### src/rtl/simt_pkg.sv
// Shared SIMT definitions: opcodes, instruction field layout, loader FSM states.
package simt_pkg;

  localparam logic [7:0] OP_FADD = 8'h01;
  localparam logic [7:0] OP_FMUL = 8'h02;
  localparam logic [7:0] OP_LDR  = 8'h10;
  localparam logic [7:0] OP_STR  = 8'h11;
  localparam logic [7:0] OP_EXIT = 8'h3F;

  // Predicate guard used by every generated word.
  localparam logic [3:0] PG_ALL = 4'h7;

  typedef struct packed {
    logic [7:0]  op;
    logic [7:0]  rd;
    logic [7:0]  rs1;
    logic [7:0]  rs2;
    logic [3:0]  pg;
    logic [7:0]  rs3;
    logic [19:0] imm;
  } inst_t;

  typedef enum logic [2:0] {
    LD_IDLE,
    LD_PRO,
    LD_COPY,
    LD_EPI,
    LD_FILL,
    LD_LAUNCH,
    LD_ERR_DRAIN
  } loader_state_e;

  function automatic logic [63:0] encode_inst(
    input logic [7:0]  op,
    input logic [7:0]  rd,
    input logic [7:0]  rs1,
    input logic [7:0]  rs2,
    input logic [7:0]  rs3,
    input logic [3:0]  pg,
    input logic [19:0] imm
  );
    inst_t w;
    w.op  = op;
    w.rd  = rd;
    w.rs1 = rs1;
    w.rs2 = rs2;
    w.pg  = pg;
    w.rs3 = rs3;
    w.imm = imm;
    return w;
  endfunction

endpackage

### src/rtl/shader_prog_loader.sv
// Wraps a raw shader stream with an input-load prologue and an output-store
// epilogue before every EXIT, writes it into SM program memory, pads the rest
// with EXIT and launches warp 0.
module shader_prog_loader
  import simt_pkg::*;
#(
  parameter int PROG_DEPTH   = 256,
  parameter int NUM_IN       = 2,
  parameter int IN_BASE_REG  = 2,
  parameter int IN_ADDR      = 0,
  parameter int NUM_OUT      = 4,
  parameter int OUT_BASE_REG = 4,
  parameter int OUT_ADDR     = 100
) (
  input  logic                          clk,
  input  logic                          rst,
  input  logic                          start,
  input  logic                          s_valid,
  output logic                          s_ready,
  input  logic [63:0]                   s_data,
  input  logic                          s_last,
  output logic                          prog_we,
  output logic [$clog2(PROG_DEPTH)-1:0] prog_waddr,
  output logic [63:0]                   prog_wdata,
  output logic                          launch,
  output logic                          busy,
  output logic                          done,
  output logic                          overflow,
  output logic [$clog2(PROG_DEPTH):0]   inst_count
);

  localparam int AW = $clog2(PROG_DEPTH);
  localparam int PW = AW + 1;
  localparam int IW = 16;

  localparam logic [PW-1:0] PC_END   = PW'(PROG_DEPTH);
  localparam logic [IW-1:0] IN_LAST  = IW'(NUM_IN - 1);
  localparam logic [IW-1:0] OUT_EXIT = IW'(NUM_OUT);

  loader_state_e state;
  logic [PW-1:0] pc;
  logic [IW-1:0] idx;
  logic          last_flag;

  logic [7:0]  in_op;
  logic        pc_full;
  logic [63:0] exit_word;
  logic [63:0] pro_word;
  logic [63:0] epi_word;

  // Generated words and decode of the incoming beat.
  always_comb begin
    in_op     = s_data[63:56];
    pc_full   = (pc == PC_END);
    exit_word = encode_inst(OP_EXIT, '0, '0, '0, '0, PG_ALL, '0);
    pro_word  = encode_inst(OP_LDR, 8'(IN_BASE_REG + int'(idx)), '0, '0, '0,
                            PG_ALL, 20'(IN_ADDR + 4 * int'(idx)));
    if (idx == OUT_EXIT) begin
      epi_word = exit_word;
    end else begin
      epi_word = encode_inst(OP_STR, '0, '0, 8'(OUT_BASE_REG + int'(idx)), '0,
                             PG_ALL, 20'(OUT_ADDR + 4 * int'(idx)));
    end
  end

  // Loader FSM: every write and status output is registered here.
  always_ff @(posedge clk or posedge rst) begin
    if (rst) begin
      state      <= LD_IDLE;
      pc         <= '0;
      idx        <= '0;
      last_flag  <= 1'b0;
      s_ready    <= 1'b0;
      prog_we    <= 1'b0;
      prog_waddr <= '0;
      prog_wdata <= '0;
      launch     <= 1'b0;
      busy       <= 1'b0;
      done       <= 1'b0;
      overflow   <= 1'b0;
      inst_count <= '0;
    end else begin
      prog_we <= 1'b0;
      launch  <= 1'b0;
      done    <= 1'b0;

      case (state)
        LD_IDLE: begin
          if (start) begin
            pc         <= '0;
            idx        <= '0;
            last_flag  <= 1'b0;
            overflow   <= 1'b0;
            inst_count <= '0;
            busy       <= 1'b1;
            if (NUM_IN == 0) begin
              state   <= LD_COPY;
              s_ready <= 1'b1;
            end else begin
              state <= LD_PRO;
            end
          end
        end

        LD_PRO: begin
          if (pc_full) begin
            overflow <= 1'b1;
            state    <= LD_ERR_DRAIN;
            s_ready  <= 1'b1;
          end else begin
            prog_we    <= 1'b1;
            prog_waddr <= pc[AW-1:0];
            prog_wdata <= pro_word;
            pc         <= pc + 1'b1;
            inst_count <= inst_count + 1'b1;
            if (idx == IN_LAST) begin
              idx     <= '0;
              state   <= LD_COPY;
              s_ready <= 1'b1;
            end else begin
              idx <= idx + 1'b1;
            end
          end
        end

        LD_COPY: begin
          if (s_valid && s_ready) begin
            if (in_op == OP_EXIT) begin
              // The EXIT itself is re-emitted at the end of the epilogue.
              last_flag <= s_last;
              idx       <= '0;
              state     <= LD_EPI;
              s_ready   <= 1'b0;
            end else if (pc_full) begin
              overflow <= 1'b1;
              if (s_last) begin
                done    <= 1'b1;
                busy    <= 1'b0;
                s_ready <= 1'b0;
                state   <= LD_IDLE;
              end else begin
                state <= LD_ERR_DRAIN;
              end
            end else begin
              prog_we    <= 1'b1;
              prog_waddr <= pc[AW-1:0];
              prog_wdata <= s_data;
              pc         <= pc + 1'b1;
              inst_count <= inst_count + 1'b1;
              if (s_last) begin
                state   <= LD_FILL;
                s_ready <= 1'b0;
              end
            end
          end
        end

        LD_EPI: begin
          if (pc_full) begin
            overflow <= 1'b1;
            // With the last beat already consumed there is nothing to drain.
            if (last_flag) begin
              done  <= 1'b1;
              busy  <= 1'b0;
              state <= LD_IDLE;
            end else begin
              state   <= LD_ERR_DRAIN;
              s_ready <= 1'b1;
            end
          end else begin
            prog_we    <= 1'b1;
            prog_waddr <= pc[AW-1:0];
            prog_wdata <= epi_word;
            pc         <= pc + 1'b1;
            inst_count <= inst_count + 1'b1;
            if (idx == OUT_EXIT) begin
              idx <= '0;
              if (last_flag) begin
                state <= LD_FILL;
              end else begin
                state   <= LD_COPY;
                s_ready <= 1'b1;
              end
            end else begin
              idx <= idx + 1'b1;
            end
          end
        end

        LD_FILL: begin
          // Launch only once pc has passed the last slot, so the final write
          // has landed before warp 0 is released.
          if (pc_full) begin
            launch <= 1'b1;
            done   <= 1'b1;
            state  <= LD_LAUNCH;
          end else begin
            prog_we    <= 1'b1;
            prog_waddr <= pc[AW-1:0];
            prog_wdata <= exit_word;
            pc         <= pc + 1'b1;
          end
        end

        LD_LAUNCH: begin
          busy  <= 1'b0;
          state <= LD_IDLE;
        end

        LD_ERR_DRAIN: begin
          if (s_valid && s_ready && s_last) begin
            done    <= 1'b1;
            busy    <= 1'b0;
            s_ready <= 1'b0;
            state   <= LD_IDLE;
          end
        end

        default: begin
          busy    <= 1'b0;
          s_ready <= 1'b0;
          state   <= LD_IDLE;
        end
      endcase
    end
  end

endmodule
### config.mk
export PLATFORM = sky130hd
export DESIGN_NAME = shader_prog_loader
export DESIGN_NICKNAME = d
export VERILOG_FILES = /design/src/rtl/simt_pkg.sv /design/src/rtl/shader_prog_loader.sv
export SDC_FILE = /design/constraint.sdc
export NUM_CORES = 1
export LEC_CHECK = 0
export CORE_MARGIN = 8
export CORE_UTILIZATION = 45
export DETAILED_ROUTE_END_ITERATION = 8
export PLACE_DENSITY = 0.86
export SLEW_MARGIN = 0
export SYNTH_ARGS = -nofsm -noshare
export SYNTH_HDL_FRONTEND = slang
export SYNTH_SLANG_ARGS = --single-unit
### constraint.sdc
create_clock -name clk -period 3.6 [get_ports clk]
set_input_delay 0.36 -clock clk [delete_from_list [all_inputs] [get_ports clk]]
set_output_delay 0.36 -clock clk [all_outputs]
set_load 0.005 [all_outputs]
==> results of run 1 <==
==> report_power, final <==
group	switching [mW]	leakage, nW	internal (mW)	total [mW]
registers	0.331	1.54	1.69	2.02
logic	1.83	1.81	1.38	3.20
clock network	0.580	0.276	1.05	1.63
total	2.74	3.62	4.11	6.85
==> cells by family (layout without fill, tap and decap cells) <==
kind of cell / Yosys count / count (layout) / synth area share
xor+xnor: 19 / 19 / 0.0267
compound gates: 175 / 175 / 0.193
flops: 116 / 116 / 0.466
simple gates: 305 / 305 / 0.230
buf+inv: 74 / 223 / 0.0498
fa+ha+maj: 11 / 11 / 0.0221
mux: 8 / 8 / 0.0132
==> routing by layer <==
layer  wire length [um]  GRT usage  vias to the layer above
met4                378     0.0724                        0
met5                  0          0                        -
met1               8200      0.268                     2942
li1                   -          -                     2834
met3               1430     0.0489                       29
met2               9420      0.350                      299
==> worst register-to-register path, stage by stage, from the launching register on <==
cell,delay (ns)
dfrtp_1,0.60
or4_4,0.63
nor4_4,0.60
o22ai_4,0.33
a211oi_1,0.36
mux2_1,0.34
==> cells in the mapped netlist, types with 9 or more instances <==
| master | count | area share |
|---|---|---|
| nand2_1 | 127 | 0.076 |
| dfrtp_1 | 116 | 0.47 |
| nor2_1 | 58 | 0.035 |
| nand3_1 | 45 | 0.036 |
| o21ai_0 | 43 | 0.035 |
| clkbuf_1 | 37 | 0.022 |
| a21oi_1 | 31 | 0.025 |
| inv_1 | 21 | 0.013 |
| a221oi_1 | 18 | 0.025 |
| nand4_1 | 14 | 0.014 |
| a31oi_1 | 12 | 0.012 |
| xnor2_1 | 12 | 0.017 |
| ha_1 | 11 | 0.022 |
| nor3_1 | 11 | 0.0088 |
| a211oi_1 | 10 | 0.012 |
| a222oi_1 | 9 | 0.014 |
==> flip-flops by register name, summed over array words and instances, names as in the netlist, 3 cells and up <==
signal,cells
idx,16
inst_count,9
pc,9
prog_waddr,8
prog_wdata,64
state,3
==> cell type report <==
class	instances	area share
multi-input cells	518	0.357
clock buffers	22	0.0546
repair buffers	170	0.199
well taps	180	0.0265
inverters	22	0.0100
clock inverters	9	0.0122
flip-flops and latches	116	0.341
==> through the flow <==
stage / cells / power [mW] / cell area [um^2]
after floorplan: 708 / 3.88 / 6230
after global placement: 1006 / 5.10 / 7940
after detailed placement: 1006 / 5.18 / 7940
after CTS: 1037 / 6.86 / 8510
after global routing: 1037 / 7.30 / 8510
final: 1037 / 6.85 / 8510
==> worst max path at each step <==
stage | start | end | slack [ns] | cells past startpoint
5_1_grt | idx[5]$_DFFE_PP0P_ | s_ready$_DFFE_PP0P_ | 0.55 | 5
3_5_place_dp | idx[5]$_DFFE_PP0P_ | s_ready$_DFFE_PP0P_ | 0.66 | 5
4_1_cts | idx[5]$_DFFE_PP0P_ | s_ready$_DFFE_PP0P_ | 0.65 | 5
2_1_floorplan | rst | busy$_DFFE_PP0P_ | 0.17 | 1
3_3_place_gp | idx[5]$_DFFE_PP0P_ | s_ready$_DFFE_PP0P_ | 0.71 | 5
6_report | idx[5]$_DFFE_PP0P_ | s_ready$_DFFE_PP0P_ | 0.61 | 5
==> results.md, run 1 <==
* Outcome: completed
* GP Congestion at ~0.93
* PwrDens at ~800 mW/mm^2
* Yosys reg bits at 116
* Hold_buf cts at 0
* Crit-path max FO at 27
* Clock Path Buffers at 2
* Total CTS buffers at 17
* Fin. Hold Viols at 0
* CTS tree: built
* Yosys warns at 0
* RSZ-0062 raised after global routing: no
* Setup_tns at 0 ns
* Post-DR wirelength/cell at roughly 19 um
* Post-layout util at 0.620
* Critical R2R Capture: s_ready$_DFFE_PP0P_
* Clock-pin transition on the worst setup and hold timing paths at 0.05 ns
* Fmax at 0.335 GHz
* Drt first pass iters at 6
* Die Height at 134 um
* CP startpoint kind: register
* Global-route wire length before repair at about 31 mm
* GRT overflow at 0
* Most frequent cells in the layout: clkdlybuf4s50_1, nand2_1, dfrtp_1
* Flop2flop setup slack at approximately 0.6 ns
* Final setup violation count at 0
* WP buf/inv at 0
* Area Overhead vs Synth at 36.5%
* Final Critical Period at between 2 and 3 ns
* Slowest CP cell: or4_4
* CTS H-Tree Depth at 4
* Most common cell after layout, fill and taps aside: clkdlybuf4s50_1
* Max incr delay on CP at 0.63 ns
* WS Path Type: reg -> reg
* Initial drt markers at 744
* Antenna Cells at 0
* Initial antenna violation count at 0
* I/O Pins at approximately 160
* Post-synth net total at around 790
* Synth Instances at 708
* Fillcell total at about 1,100
* Final Skew at 0.0100 ns
* Syn_area_per_cell at ~9 um^2
* Leakage at between 3 and 4 nW
* Worst Slack Setup Final at 0.614 ns
* CTS resizes at 0
* Final HPWL DP at between 10 and 15 mm
* Clock Tree Root: clkbuf_16
* Slew HR at 0.167
* Max cap viols at 0
* Synth cell types at 64
* Crit. End Element: register
* I/O Buffers at about 160
* Mapped Area at 0.00623 mm^2
* Fin. max-slew vios at 0
* Initial Util at 0.454
* Routed Antenna Nets at 0
* Final-stage net count at between 900 and 1,000
* Asr flop ratio synth at 1.00
* Place WS at between 0.6 and 0.7 ns
* Post-synthesis sequential area ratio at 0.466
* Ys flop type: dfrtp_1
* Cell Chain, Critical Path: or4_4, nor4_4, o22ai_4, a211oi_1, mux2_1
* Largest net degree at the start of global routing at 93
* Drt via density at 5.89
* # DRC at 0
* FF+latch area at 0.00290 mm^2
* Worst VDD drop at 0.718 mV
* Post-CTS Setup Bufs at 0
* Gr usage total at 0.212
* Post-synth EDFFs at 0
* Cell family with most CP delay: simple AND/OR/NAND/NOR gates
* Period Utilization, post-route at 0.830
* Die area at between 0.015 and 0.02 mm^2
* Proportion of layout cells with a drive suffix above 1 at 0.0723
* Worst EP arrival at approximately 3.3 ns
* Std-Cell Rows at 43
* Multi-input combinational cell area at around 0.0030 mm^2
* Clock sinks at about 120
* CP required at ~3.9 ns
* Die width at between 100 and 150 um
* Worst skew pair latency at 0.41 ns
* DRT Wirelength at between 15 and 20 mm
* RR Startpoint: idx[5]$_DFFE_PP0P_
* Vias in the first global route at between 5,000 and 6,000
* Hold Crit Class: in -> async
* Core ar. at around 0.014 mm^2
* Total number of vias at about 6,000
* Hold WS at 0.452 ns
* Worst slew pin tran at roughly 1.2 ns
* Worst r2r path cells at 5
(Power assumes the default switching activity.)
==> run 2, diff against run 1 <==
Clock period 3.6 ns to 2.6 ns, I/O delays scaled along.
==> run 2 against run 1 <==
Effect of this change:
- core utilization increased by 3.0 points
- routed wire length increased by 7.5%
- die area unchanged
- register-to-register slack got worse by 0.51 ns
- fmax increased by 20%
- final cell count increased by 4.2%
- first-iteration DRC count increased by 27%
- sequential power increased by 33%
- setup slack got worse by 0.51 ns
- highest routed layer unchanged
- largest power group unchanged
- clock skew decreased by 0.0023 ns
- hold slack got worse by 0.21 ns
==> results.md, run 2 (same netlist as run 1, synthesis figures left out) <==
* Total number of vias at 6,516 (was 6,104)
* Die Height at 134 um (unchanged)
* Max FFs per register at 64 (unchanged)
* Final setup violation count at 0 (unchanged)
* Core ar. at 0.0137 mm^2 (unchanged)
* Power share of the combinational group at 0.500 (was 0.468)
* RSZ-0062 raised after global routing: no (unchanged)
* PwrDens at 1120 mW/mm^2 (was 805 mW/mm^2)
* Antenna Cells at 0 (unchanged)
* Proportion of layout cells with a drive suffix above 1 at 0.124 (was 0.0723)
* CP startpoint kind: register (unchanged)
* Clock-pin transition on the worst setup and hold timing paths at 0.06 ns (was 0.05 ns)
* Flop2flop setup slack at 0.11 ns (was 0.61 ns)
* Cell family with most CP delay: simple AND/OR/NAND/NOR gates (unchanged)
* Critical R2R Capture: idx[5]$_DFFE_PP0P_ (was s_ready$_DFFE_PP0P_)
* Final HPWL DP at 14.5 mm (was 13.5 mm)
* Gr usage total at 0.229 (was 0.212)
* Final Critical Period at 2.49 ns (was 2.99 ns)
* CTS H-Tree Depth at 4 (unchanged)
* Clock Path Buffers at 2 (unchanged)
* Drt via density at 6.03 (was 5.89)
* CTS tree: built (unchanged)
* CP required at 2.90 ns (was 3.89 ns)
* Period Utilization, post-route at 0.958 (was 0.830)
* Vias in the first global route at 6,304 (was 5,774)
* Fillcell total at 1,047 (was 1,089)
* Worst VDD drop at 0.784 mV (was 0.718 mV)
* GRT overflow at 0 (unchanged)
* Drt first pass iters at 6 (unchanged)
* Setup_tns at 0 ns (unchanged)
* Routed Antenna Nets at 0 (unchanged)
* Total CTS buffers at 17 (unchanged)
* Leakage at 3.86 nW (was 3.62 nW)
* Max cap viols at 0 (unchanged)
* Hold Crit Class: in -> async (unchanged)
* Most common cell after layout, fill and taps aside: clkdlybuf4s50_1 (unchanged)
* Crit-path max FO at 15 (was 27)
* Levels on crit path at 6 (was 5)
* Final-stage net count at 968 (was 925)
* Fin. max-slew vios at 0 (unchanged)
* Clk pwr share at 0.230 (was 0.238)
* Worst skew pair latency at 0.41 ns (about the same)
* Clock sinks at 116 (unchanged)
* Area Overhead vs Synth at 43.0% (was 36.5%)
* GP Congestion at 0.957 (was 0.933)
* Pint at 5.94 mW (was 4.11 mW)
* I/O Pins at 156 (unchanged)
* Max incr delay on CP at 0.58 ns (was 0.63 ns)
* Die width at 134 um (unchanged)
* Most flops, register: prog_wdata (unchanged)
* Clock Tree Root: clkbuf_16 (unchanged)
* Fmax at 0.401 GHz (was 0.335 GHz)
* Initial Util at 0.454 (unchanged)
* Cell Chain, Critical Path: or4_4, nor4_4, o22ai_4, buf_12, a211o_1, a22o_1 (was or4_4, nor4_4, o22ai_4, a211oi_1, mux2_1)
* Seq pwr share at 0.270 (was 0.295)
* Most frequent cells in the layout: clkdlybuf4s50_1, nand2_1, dfrtp_1 (unchanged)
* # DRC at 0 (unchanged)
* I/O Buffers at 155 (unchanged)
* Fin. Hold Viols at 0 (unchanged)
* Post-DR wirelength/cell at 19.3 um (was 18.7 um)
* Die area at 0.0179 mm^2 (unchanged)
* Slowest CP cell: or4_4 (unchanged)
* Worst EP arrival at 2.79 ns (was 3.28 ns)
* Largest net degree at the start of global routing at 93 (unchanged)
* Initial antenna violation count at 0 (unchanged)
* Net Sw Power at 4.02 mW (was 2.74 mW)
* Worst Slack Setup Final at 0.108 ns (was 0.614 ns)
* Initial drt markers at 948 (was 744)
* WP buf/inv at 1 (was 0)
* Final Skew at 0.00772 ns (was 0.0100 ns)
* DRT Wirelength at 20.9 mm (was 19.4 mm)
* Crit. End Element: register (unchanged)
* Slew HR at 0.552 (was 0.167)
* Post-CTS Setup Bufs at 0 (unchanged)
* Regs by FF count: prog_wdata: 64 flops, idx: 16 flops (unchanged)
* Worst slew pin tran at 0.672 ns (was 1.24 ns)
* Worst r2r path cells at 6 (was 5)
* RR Startpoint: idx[4]$_DFFE_PP0P_ (was idx[5]$_DFFE_PP0P_)
* Global-route wire length before repair at 33.2 mm (was 30.5 mm)
* Outcome: completed (unchanged)
* Place WS at -0.0651 ns (was 0.659 ns)
* Std-Cell Rows at 43 (unchanged)
* Sw Share at 0.404 (was 0.400)
* WS Path Type: reg -> reg (unchanged)
## run 2: routing by layer
metal	share of wire	up-vias	track usage
met4	0.034	0	0.106
met2	0.48	378	0.373
li1	-	2928	-
met5	0	-	0
met3	0.091	65	0.0516
met1	0.40	3145	0.283
## run 2: worst reg2reg max path: stages, from the launching register on
cell and delay [ns]:
dfrtp_1 0.38, or4_4 0.58, nor4_4 0.50, o22ai_4 0.23, buf_12 0.21, a211o_1 0.25
a22o_1 0.23
## run 2: stage by stage
| stage | cell area, um^2 | hold WS, ns | power, mW | cells | utilization |
|---|---|---|---|---|---|
| 6_report | 8910 | 0.237 | 9.96 | 1081 | 0.650 |
| 4_1_cts | 8900 | 0.245 | 9.93 | 1081 | 0.649 |
| 3_3_place_gp | 8310 | 0.448 | 7.42 | 1049 | 0.606 |
| 3_5_place_dp | 8310 | 0.456 | 7.55 | 1049 | 0.606 |
| 2_1_floorplan | 6240 | 0.393 | 5.37 | 708 | - |
| 5_1_grt | 8910 | 0.279 | 10.6 | 1081 | 0.650 |
## run 2: area by class of cell
class | count | area [um^2] | share of cell area
multi-input cells | 518 | 3060 | 0.343
flip-flops and latches | 116 | 2900 | 0.326
repair buffers | 213 | 2060 | 0.231
clock buffers | 18 | 429 | 0.0481
well taps | 180 | 225 | 0.0253
clock inverters | 14 | 154 | 0.0173
inverters | 22 | 86.3 | 0.00968
## run 2: how the worst max path moves through the flow
stage,start,endpoint,slack [ns]
finish,idx[4]$_DFFE_PP0P_,idx[5]$_DFFE_PP0P_,0.11
floorplan,idx[5]$_DFFE_PP0P_,s_ready$_DFFE_PP0P_,0.21
detailed placement,s_data[59],idx[2]$_DFFE_PP0P_,-0.07
global route,idx[15]$_DFFE_PP0P_,s_ready$_DFFE_PP0P_,0.0005
CTS,pc[1]$_DFFE_PP0P_,idx[2]$_DFFE_PP0P_,0.04
global placement,s_data[59],idx[3]$_DFFE_PP0P_,-0.08
## run 2: power by group through the flow
stage / combinational (mW) / sequential (mW) / clock, mW
2_1_floorplan: 2.67 / 2.70 / 0
3_3_place_gp: 4.74 / 2.68 / 0
3_5_place_dp: 4.85 / 2.71 / 0
4_1_cts: 4.93 / 2.69 / 2.32
5_1_grt: 5.42 / 2.75 / 2.41
6_report: 4.98 / 2.69 / 2.29
## run 2: repair_timing
| action | in CTS | in global routing |
|---|---|---|
| resized for setup | 0 | 5 |
| setup endpoints to repair | 0 | 9 |
| hold buffers | 0 | 0 |
==> edit (config.mk and constraints of run 2) <==
Re-encode `loader_state_e` (7 states) as one-hot, 7 bits wide.
--- a/src/rtl/simt_pkg.sv
+++ b/src/rtl/simt_pkg.sv
@@ -22,10 +22,10 @@
 
-  typedef enum logic [2:0] {
-    LD_IDLE,
-    LD_PRO,
-    LD_COPY,
-    LD_EPI,
-    LD_FILL,
-    LD_LAUNCH,
-    LD_ERR_DRAIN
+  typedef enum logic [6:0] {
+    LD_IDLE      = 7'b0000001,
+    LD_PRO       = 7'b0000010,
+    LD_COPY      = 7'b0000100,
+    LD_EPI       = 7'b0001000,
+    LD_FILL      = 7'b0010000,
+    LD_LAUNCH    = 7'b0100000,
+    LD_ERR_DRAIN = 7'b1000000
   } loader_state_e;
Function: same outputs for any inputs over 4 cycles, from zero or initial values and one cycle with rst high; so few cycles prove little.
==> edit against run 2 <==
Global-route usage about the same. Worst setup slack got worse by 0.013 ns. Synthesized cell count increased by 4.9%. Sequential cell count is 4 higher. Critical path depth grew 1. Routed wire length grew 2.4%. Core utilization down 1.1 points. Synthesized area is 4.9% higher. Non-clock buffer count did not move. Worst hold slack better by 0.066 ns. Final area up 3.0%. Power is 9.0% lower. Fmax decreased by 0.52%.
==> edit: results (changes against run 2) <==
- The setup slack after placement is -0.0137 ns (+0.0514 ns).
- The per-instance average area after synthesis was 8.80 sq um (about the same).
- Among cell families on the critical path, the largest total delay comes from compound AO/OA/AOI/OAI gates.
- By count the netlist is led by sky130_fd_sc_hd__nand2_1, sky130_fd_sc_hd__dfrtp_1, sky130_fd_sc_hd__nor2_1.
- The mean routed wirelength per cell is 19.1 um (-1.0%).
- The biggest fanout along the worst timing path was 60 (+45).
- The post-detailed-placement cell area is 8590 sq um (+3.3%).
- The number of antenna cells inserted is 2 (+2).
- The count of filler cells inserted in the layout came to 1086 (+3.7%).
- The largest stage delay on the critical path is 0.54 ns (-0.04 ns).
- The number of antenna violations at the first check in global routing is 2 (+2).
- The HPWL reported at the end of detailed placement is 15400 um (+6.4%).
- The number of search-and-repair iterations in the first detailed-routing pass came to 7 (+1).
- The global-route wire length before repair is 33800 um (+1.6%).
- The maximum number of pins on one net before global-route repair is 61 (-34%).
- The multiplexer share of the synthesized area came to 0.632% (-0.69 points).
- The clock skew is 0.00864 ns (+0.000925 ns).
- The count of multi-input combinational gates came to 554 (+6.9%).
- The proportion of cell area occupied by registers is 32.8% (+0.19 points).
- The flow ran to the end, and the final reports show no timing, DRC or antenna violations.
- The slew of the pin with the lowest slew margin is 0.702 ns (+0.0299 ns).
- The fraction of the core area covered by cells at the end of the flow is 63.9% (-1.1 points).
- The clock network area share is 5.98% (-0.56 points).
- The leakage power total came to 4.00 nW (+3.7%).
- The fraction of area in multi-input gates is 35.4% (+1.1 points).
- The net count of the mapped netlist came to 822 (+4.3%).
- The startpoint identified for the worst register-to-register timing path is state[3].
- The sequential power is 0.00279 W (+4%).
- The number of distinct library cells after synthesis is 70 (+9.4%).
- The endpoint arrival time on the critical path is 2.80 ns (about the same).
- The number of non-clock inverters in the layout is 13 (-41%).
- The final hold slack is 0.303 ns (+0.0659 ns).
- The total global routing track utilization is 22.9% (about the same).
- The clock network power share is 24.4% (+1.4 points).
- The total detailed-routing wirelength is 21400 um (+2.4%).
- The final weighted congestion in routability-driven placement is 0.978 (+2.1%).
- The total power density per cell area is 987 nW/um^2 (-12%).
- The register bit total from synthesis is 120 (+3.4%).
- The depth of the most critical reg-to-reg path came to 7 (+1).
- The worst vdd rail ir drop is 663 uV (-15%).
- The non-clock buffer area fraction after layout is 22.7% (-0.41 points).
- The share of layout cells above drive strength 1 is 12.8% (+0.34 points).
-- edit: changes by cell type in the layout (fill, tap and decap cells not counted), moves of 4 or more --
cell                       before  now
sky130_fd_sc_hd__o21ai_1        2    7
sky130_fd_sc_hd__nand3_1       45   37
sky130_fd_sc_hd__nand4_1       14    8
sky130_fd_sc_hd__a211oi_1       9    4
sky130_fd_sc_hd__inv_1         19   11
sky130_fd_sc_hd__o41ai_1        1    5
sky130_fd_sc_hd__o21ai_0       42   65
sky130_fd_sc_hd__and3_1         6   10
sky130_fd_sc_hd__nor2_1        58   65
sky130_fd_sc_hd__clkinv_2       2    6
sky130_fd_sc_hd__a21oi_1       31   25
sky130_fd_sc_hd__o31ai_2        0    4
sky130_fd_sc_hd__nand2_1      127  134
-- edit: routing by layer --
layer  track usage (%)  vias to the layer above  part of all wire, %
met1              30.0                     3182                   41
li1                  -                     3044                    -
met4              11.7                        0                  3.5
met3              5.25                       51                   10
met2              34.9                      392                   45
met5                 0                        -                    0
